==> src/rtl/flappy_game_ctrl.sv <==
// Flappy Bird game controller: pipe collision/fall detection, scoring,
// lives with respawn countdown, pause and retained high score.
module flappy_game_ctrl #(
   parameter int COORD_W       = 10,
   parameter int NUM_PIPES     = 4,
   parameter int BIRD_HALF     = 10,
   parameter int PIPE_HALF_W   = 50,
   parameter int GAP_H         = 100,
   parameter int FLOOR_Y       = 470,
   parameter int SCORE_W       = 16,
   parameter int LIVES         = 3,
   parameter int RESPAWN_TICKS = 60
) (
   input  logic                           Clk,
   input  logic                           Reset,
   input  logic                           Start,
   input  logic                           Ack,
   input  logic                           Pause,
   input  logic                           Tick,
   input  logic [COORD_W-1:0]             XBird,
   input  logic [COORD_W-1:0]             YBird,
   input  logic [NUM_PIPES*COORD_W-1:0]   XPipes,
   input  logic [NUM_PIPES*COORD_W-1:0]   YPipes,
   output logic                           q_I,
   output logic                           q_Run,
   output logic                           q_Pause,
   output logic                           q_Hit,
   output logic                           q_End,
   output logic [SCORE_W-1:0]             Score,
   output logic [SCORE_W-1:0]             HighScore,
   output logic [$clog2(LIVES+1)-1:0]     LivesLeft,
   output logic                           NewHigh
);

   localparam int CW    = COORD_W + 2;
   localparam int LW    = $clog2(LIVES + 1);
   localparam int NW    = $clog2(NUM_PIPES + 1);
   localparam int CNT_W = $clog2(RESPAWN_TICKS + 2);

   localparam logic [CW-1:0] BH    = CW'(BIRD_HALF);
   localparam logic [CW-1:0] PHW   = CW'(PIPE_HALF_W);
   localparam logic [CW-1:0] GAP   = CW'(GAP_H);
   localparam logic [CW-1:0] FLOOR = CW'(FLOOR_Y);

   typedef enum logic [4:0] {
      S_INIT  = 5'b10000,
      S_RUN   = 5'b01000,
      S_PAUSE = 5'b00100,
      S_HIT   = 5'b00010,
      S_END   = 5'b00001
   } state_t;

   state_t                 state, state_d;
   logic [SCORE_W-1:0]     score, score_d, high, high_d;
   logic [LW-1:0]          lives, lives_d;
   logic                   nh, nh_d;
   logic [NUM_PIPES-1:0]   passed, passed_d;
   logic [CNT_W-1:0]       cnt, cnt_d;

   logic [CW-1:0]          xb, yb;
   logic [NUM_PIPES-1:0]   hit_p, pass_p, new_p;
   logic                   collide, fall;
   logic [NW-1:0]          n_new;
   logic [SCORE_W:0]       sum;
   logic [SCORE_W-1:0]     score_sat;

   assign xb = CW'(XBird);
   assign yb = CW'(YBird);

   // Inequalities are rearranged so only additions occur; nothing underflows.
   for (genvar i = 0; i < NUM_PIPES; i++) begin : g_pipe
      logic [CW-1:0] xp, yp;
      logic          x_ov, in_gap;
      assign xp        = CW'(XPipes[i*COORD_W +: COORD_W]);
      assign yp        = CW'(YPipes[i*COORD_W +: COORD_W]);
      assign x_ov      = (xb + BH + PHW >= xp) && (xb <= xp + PHW + BH);
      assign in_gap    = (yb >= yp + BH) && (yb + BH <= yp + GAP);
      assign hit_p[i]  = x_ov && !in_gap;
      assign pass_p[i] = xb > xp + PHW + BH;
   end

   assign collide = |hit_p;
   assign fall    = (yb + BH >= FLOOR);
   assign new_p   = pass_p & ~passed;

   always_comb begin
      n_new = '0;
      for (int i = 0; i < NUM_PIPES; i++)
         n_new = n_new + NW'(new_p[i]);
   end

   assign sum       = {1'b0, score} + (SCORE_W+1)'(n_new);
   assign score_sat = sum[SCORE_W] ? '1 : sum[SCORE_W-1:0];

   always_ff @(posedge Clk or posedge Reset) begin
      if (Reset) begin
         state  <= S_INIT;
         score  <= '0;
         high   <= '0;
         lives  <= LW'(LIVES);
         nh     <= 1'b0;
         passed <= '0;
         cnt    <= '0;
      end else begin
         state  <= state_d;
         score  <= score_d;
         high   <= high_d;
         lives  <= lives_d;
         nh     <= nh_d;
         passed <= passed_d;
         cnt    <= cnt_d;
      end
   end

   always_comb begin
      state_d  = state;
      score_d  = score;
      high_d   = high;
      lives_d  = lives;
      nh_d     = nh;
      passed_d = passed;
      cnt_d    = cnt;
      unique case (state)
         S_INIT: begin
            score_d = '0;
            lives_d = LW'(LIVES);
            nh_d    = 1'b0;
            if (Start) begin
               state_d  = S_RUN;
               passed_d = pass_p;
            end
         end
         S_RUN: begin
            if (Pause) begin
               state_d = S_PAUSE;
            end else if (Tick) begin
               if (collide || fall) begin
                  lives_d = lives - LW'(1);
                  if (lives_d == '0) begin
                     state_d = S_END;
                     if (score > high) begin
                        high_d = score;
                        nh_d   = 1'b1;
                     end
                  end else begin
                     state_d = S_HIT;
                     cnt_d   = CNT_W'(RESPAWN_TICKS);
                  end
               end else begin
                  score_d  = score_sat;
                  passed_d = pass_p;
               end
            end
         end
         S_PAUSE: begin
            if (Pause)
               state_d = S_RUN;
         end
         S_HIT: begin
            if (Tick) begin
               if (cnt <= CNT_W'(1)) begin
                  cnt_d    = '0;
                  state_d  = S_RUN;
                  passed_d = pass_p;
               end else begin
                  cnt_d = cnt - CNT_W'(1);
               end
            end
         end
         S_END: begin
            if (Ack) begin
               state_d = S_INIT;
               score_d = '0;
               lives_d = LW'(LIVES);
               nh_d    = 1'b0;
            end
         end
         default: state_d = S_INIT;
      endcase
   end

   assign q_I       = state[4];
   assign q_Run     = state[3];
   assign q_Pause   = state[2];
   assign q_Hit     = state[1];
   assign q_End     = state[0];
   assign Score     = score;
   assign HighScore = high;
   assign LivesLeft = lives;
   assign NewHigh   = nh;

endmodule

==> config.mk <==
export PLATFORM = sky130hd
export DESIGN_NAME = flappy_game_ctrl
export DESIGN_NICKNAME = d
export VERILOG_FILES = /design/src/rtl/flappy_game_ctrl.sv
export SDC_FILE = /design/constraint.sdc
export NUM_CORES = 1
export LEC_CHECK = 0
export CAP_MARGIN = 20
export CORE_MARGIN = 1
export CORE_UTILIZATION = 55
export CTS_CLUSTER_SIZE = 12
export DETAILED_ROUTE_END_ITERATION = 10
export PLACE_DENSITY = 0.82
export SLEW_MARGIN = 10
export SYNTH_ARGS = -nofsm -noshare
export SYNTH_HDL_FRONTEND = slang
export SYNTH_SLANG_ARGS = --single-unit
export TNS_END_PERCENT = 100
==> constraint.sdc <==
create_clock -name Clk -period 6.9 [get_ports Clk]
set_clock_uncertainty 0.2 [all_clocks]
set_input_delay 1.035 -clock Clk [delete_from_list [all_inputs] [get_ports Clk]]
set_output_delay 1.035 -clock Clk [all_outputs]
set_load 0.02 [all_outputs]
==> impl_metrics.env <==
export IMPL_grt_overflow=0
export IMPL_final_hold_violation_count=0
export IMPL_finalWirelength_um=24000
export IMPL_vias_per_cell=6.15
export IMPL_core_area_um2=15400
export IMPL_ir_drop_mv=0.169
export IMPL_drt_iter0_drc=729
export IMPL_async_reset_ff_frac=1.00
export IMPL_vias=8715
export IMPL_cp_required_ps=6910
export IMPL_area_delta_synth_final_pct=20.8
export IMPL_ctsResizeCount=0
export IMPL_place_congestion=0.924
export IMPL_slew_headroom=0.403
export IMPL_path_cells="clkdlybuf4s50_1 > inv_1 > ha_1 > nand3_1 > and3_1 > xnor2_1 > ha_1 > nand2_1 > a2111oi_0 > o31a_1 > nand2b_1 > fa_1 > inv_1 > fa_1 > fa_1 > nand3_1 > nor4_2 > nand4_1 > and3_1 > o211ai_1 > o21ai_0 > a2bb2oi_1"
export IMPL_ys_flop_type="dfrtp_1"
export IMPL_grt_antenna_before_repair=0
export IMPL_cp_max_fo=10
export IMPL_nNetsFinal=1506
export IMPL_final_cell_mix="191 x ha_1, 145 x clkdlybuf4s50_1, 88 x inv_1"
export IMPL_r2r_cells=12
export IMPL_hold_buffers=0
export IMPL_whs_ps=294
export IMPL_avgSynthCellArea_um2=8.20
export IMPL_setup_viol=0
export IMPL_maxCapViolCount=0
export IMPL_path_depth=22
export IMPL_clk_latency_ps=290
export IMPL_ioPinCount=146
export IMPL_synth_edff_count=0
export IMPL_fin_util=0.689
export IMPL_synth_cell_types=74
export IMPL_cpMostUsedCell="fa_1"
export IMPL_path_delay_family="simple AND/OR/NAND/NOR gates"
export IMPL_cp_slowest_cell="nor4_2"
export IMPL_drc_errors=0
export IMPL_port_buffers=145
export IMPL_h_tree_depth=2
export IMPL_grt_pass1_wl_um=39100
export IMPL_cp_start_kind="input pin"
export IMPL_wire_per_inst_um=17.0
export IMPL_yosysWarnings=0
export IMPL_initial_core_util=0.570
export IMPL_layout_commonest_cell="ha_1"
export IMPL_root_buffer="clkbuf_16"
export IMPL_grt_pass1_vias=8094
export IMPL_rr_startpoint="Score[0]"
export IMPL_cts_buffer_depth=2
export IMPL_fin_crit_sh=0.940
export IMPL_drt_first_pass_iters=6
export IMPL_grt_use_total=0.293
export IMPL_crit_path_end_kind="flop"
export IMPL_p_per_area_nw_per_um2=153
export IMPL_n_antenna_cell=0
export IMPL_post_cts_buffers=0
export IMPL_hold_path_class="reg -> reg"
export IMPL_cp_num_buf_inv=3
export IMPL_final_max_slew_viol_count=0
export IMPL_status="finished clean"
export IMPL_rr_endpoint="Score[9]"
export IMPL_grt_max_degree=51
export IMPL_reg2reg_slack_ps=3130
export IMPL_synthCells=1073
export IMPL_setup_tns_ps=0
export IMPL_max_stage_delay_ps=470
export IMPL_hpwlAfterDp_um=19100
export IMPL_synth_area_um2=8800
export IMPL_ant_nets=0
export IMPL_fin_crit_ps=6480
export IMPL_die_w_um=128
export IMPL_ys_seq_area_frac=0.143
export IMPL_max_freq_mhz=154
export IMPL_criticalPathCategory="in -> reg"
export IMPL_tightest_slew_ps=891
export IMPL_numCtsBuffers=5
export IMPL_startpoint="XPipes[2]"
export IMPL_cts_sinks=50
export IMPL_cts_tree="built"
export IMPL_clkTransAtPathRegs_ps=70
export IMPL_synth_nets=1373
export IMPL_p_leak_nw=4.84
export IMPL_die_h_um=128
export IMPL_dieArea_um2=16500
export IMPL_rsz0062_at_grt="false"
export IMPL_drive_gt1_frac=0.0447
export IMPL_critPathCapture="Score[9]"
export IMPL_cp_data_arrival_time_ps=6500
export IMPL_nFillCells=1303
export IMPL_ys_ff_latch=50
export IMPL_num_rows=45
==> cells in the mapped netlist, types with 5 or more instances <==
cell / count / share of area
o211ai_1: 18 / 0.015
a21oi_1: 49 / 0.028
a21o_1: 17 / 0.015
nand2b_1: 19 / 0.014
a211o_1: 5 / 0.0050
a211oi_1: 18 / 0.015
nor2_1: 62 / 0.026
nor3b_1: 11 / 0.0094
a2bb2oi_1: 8 / 0.0080
and4_1: 5 / 0.0050
ha_1: 191 / 0.27
nand2_1: 74 / 0.032
and3_1: 16 / 0.011
o21ai_0: 63 / 0.036
nand3_1: 31 / 0.018
mux2_4: 5 / 0.0085
xnor2_1: 55 / 0.055
o211a_1: 5 / 0.0057
a2111oi_0: 6 / 0.0060
o221ai_1: 5 / 0.0050
clkbuf_1: 25 / 0.011
nand4_1: 36 / 0.026
o311ai_0: 5 / 0.0050
dfrtp_1: 47 / 0.13
nor3_1: 32 / 0.018
nor2b_1: 18 / 0.013
o21a_1: 11 / 0.0094
mux2_2: 10 / 0.013
o21bai_1: 5 / 0.0043
xor2_1: 34 / 0.034
mux2i_1: 10 / 0.011
inv_1: 89 / 0.038
a31oi_1: 5 / 0.0036
==> worst min-delay path, cell delays in order, from the launching register on <==
cell	delay, ps
dfstp_2	370
inv_1	60
a2bb2oi_1	60
==> state kept, by name (all words and copies together) (netlist names) <==
signal / count
Score: 16
LivesLeft: 2
HighScore: 16
state: 5
passed: 4
NewHigh: 1
cnt: 6
==> stage by stage <==
step | setup slack, ps | cell area [um^2] | power [W] | instances
floorplan | 1190 | 8800 | 0.00102 | 1073
global placement | 355 | 10500 | 0.00130 | 1410
detailed placement | 71.0 | 10500 | 0.00133 | 1410
CTS | 288 | 10600 | 0.00162 | 1418
global route | 83.7 | 10600 | 0.00175 | 1418
finish | 416 | 10600 | 0.00163 | 1418
==> kinds of logic (layout without fill, tap and decap cells) <==
kind of cell | count (synthesis) | after routing | synth area share
buffers and inverters | 122 | 256 | 0.0570
and+or+nand+nor | 327 | 327 | 0.190
adders and majority gates | 194 | 194 | 0.278
muxes | 25 | 25 | 0.0327
AOI/OAI and AO/OA | 266 | 266 | 0.211
DFF | 50 | 50 | 0.143
xor gates and xnor gates | 89 | 89 | 0.0886
==> cell type report <==
class                      instances  area (um^2)  share of cell area
inverter                          89          334              0.0314
sequential                        50         1250               0.118
clock inverter                     3         43.8             0.00412
tap                              211          264              0.0248
clock buffer                       5          125              0.0118
multi-input combinational        901         7050               0.663
timing repair buffer             159         1560               0.146
==> layer usage <==
layer	GRT usage	share of wire	up-vias
li1	-	-	4244
met3	0.0279	0.060	50
met2	0.517	0.48	344
met5	0	0	-
met1	0.387	0.44	4077
met4	0.0616	0.017	0
==> where the power goes <==
group          internal (W)  leakage [nW]  total (W)  switching [W]
registers          0.000334         0.640   0.000383      0.0000484
logic              0.000395          4.12   0.000958       0.000563
clock network      0.000172        0.0842   0.000287       0.000115
total              0.000901          4.84    0.00163       0.000726
==> worst min-delay path by stage <==
stage	start	to	slack (ps)	cells after the start
after floorplan	passed[0]	passed[0]	270	1
after global placement	passed[0]	passed[0]	280	1
after detailed placement	passed[0]	passed[0]	290	1
after CTS	LivesLeft[1]	LivesLeft[1]	300	2
after global routing	LivesLeft[0]	LivesLeft[0]	320	1
final	LivesLeft[1]	LivesLeft[1]	290	2
Power figures use the tool's default switching activity.
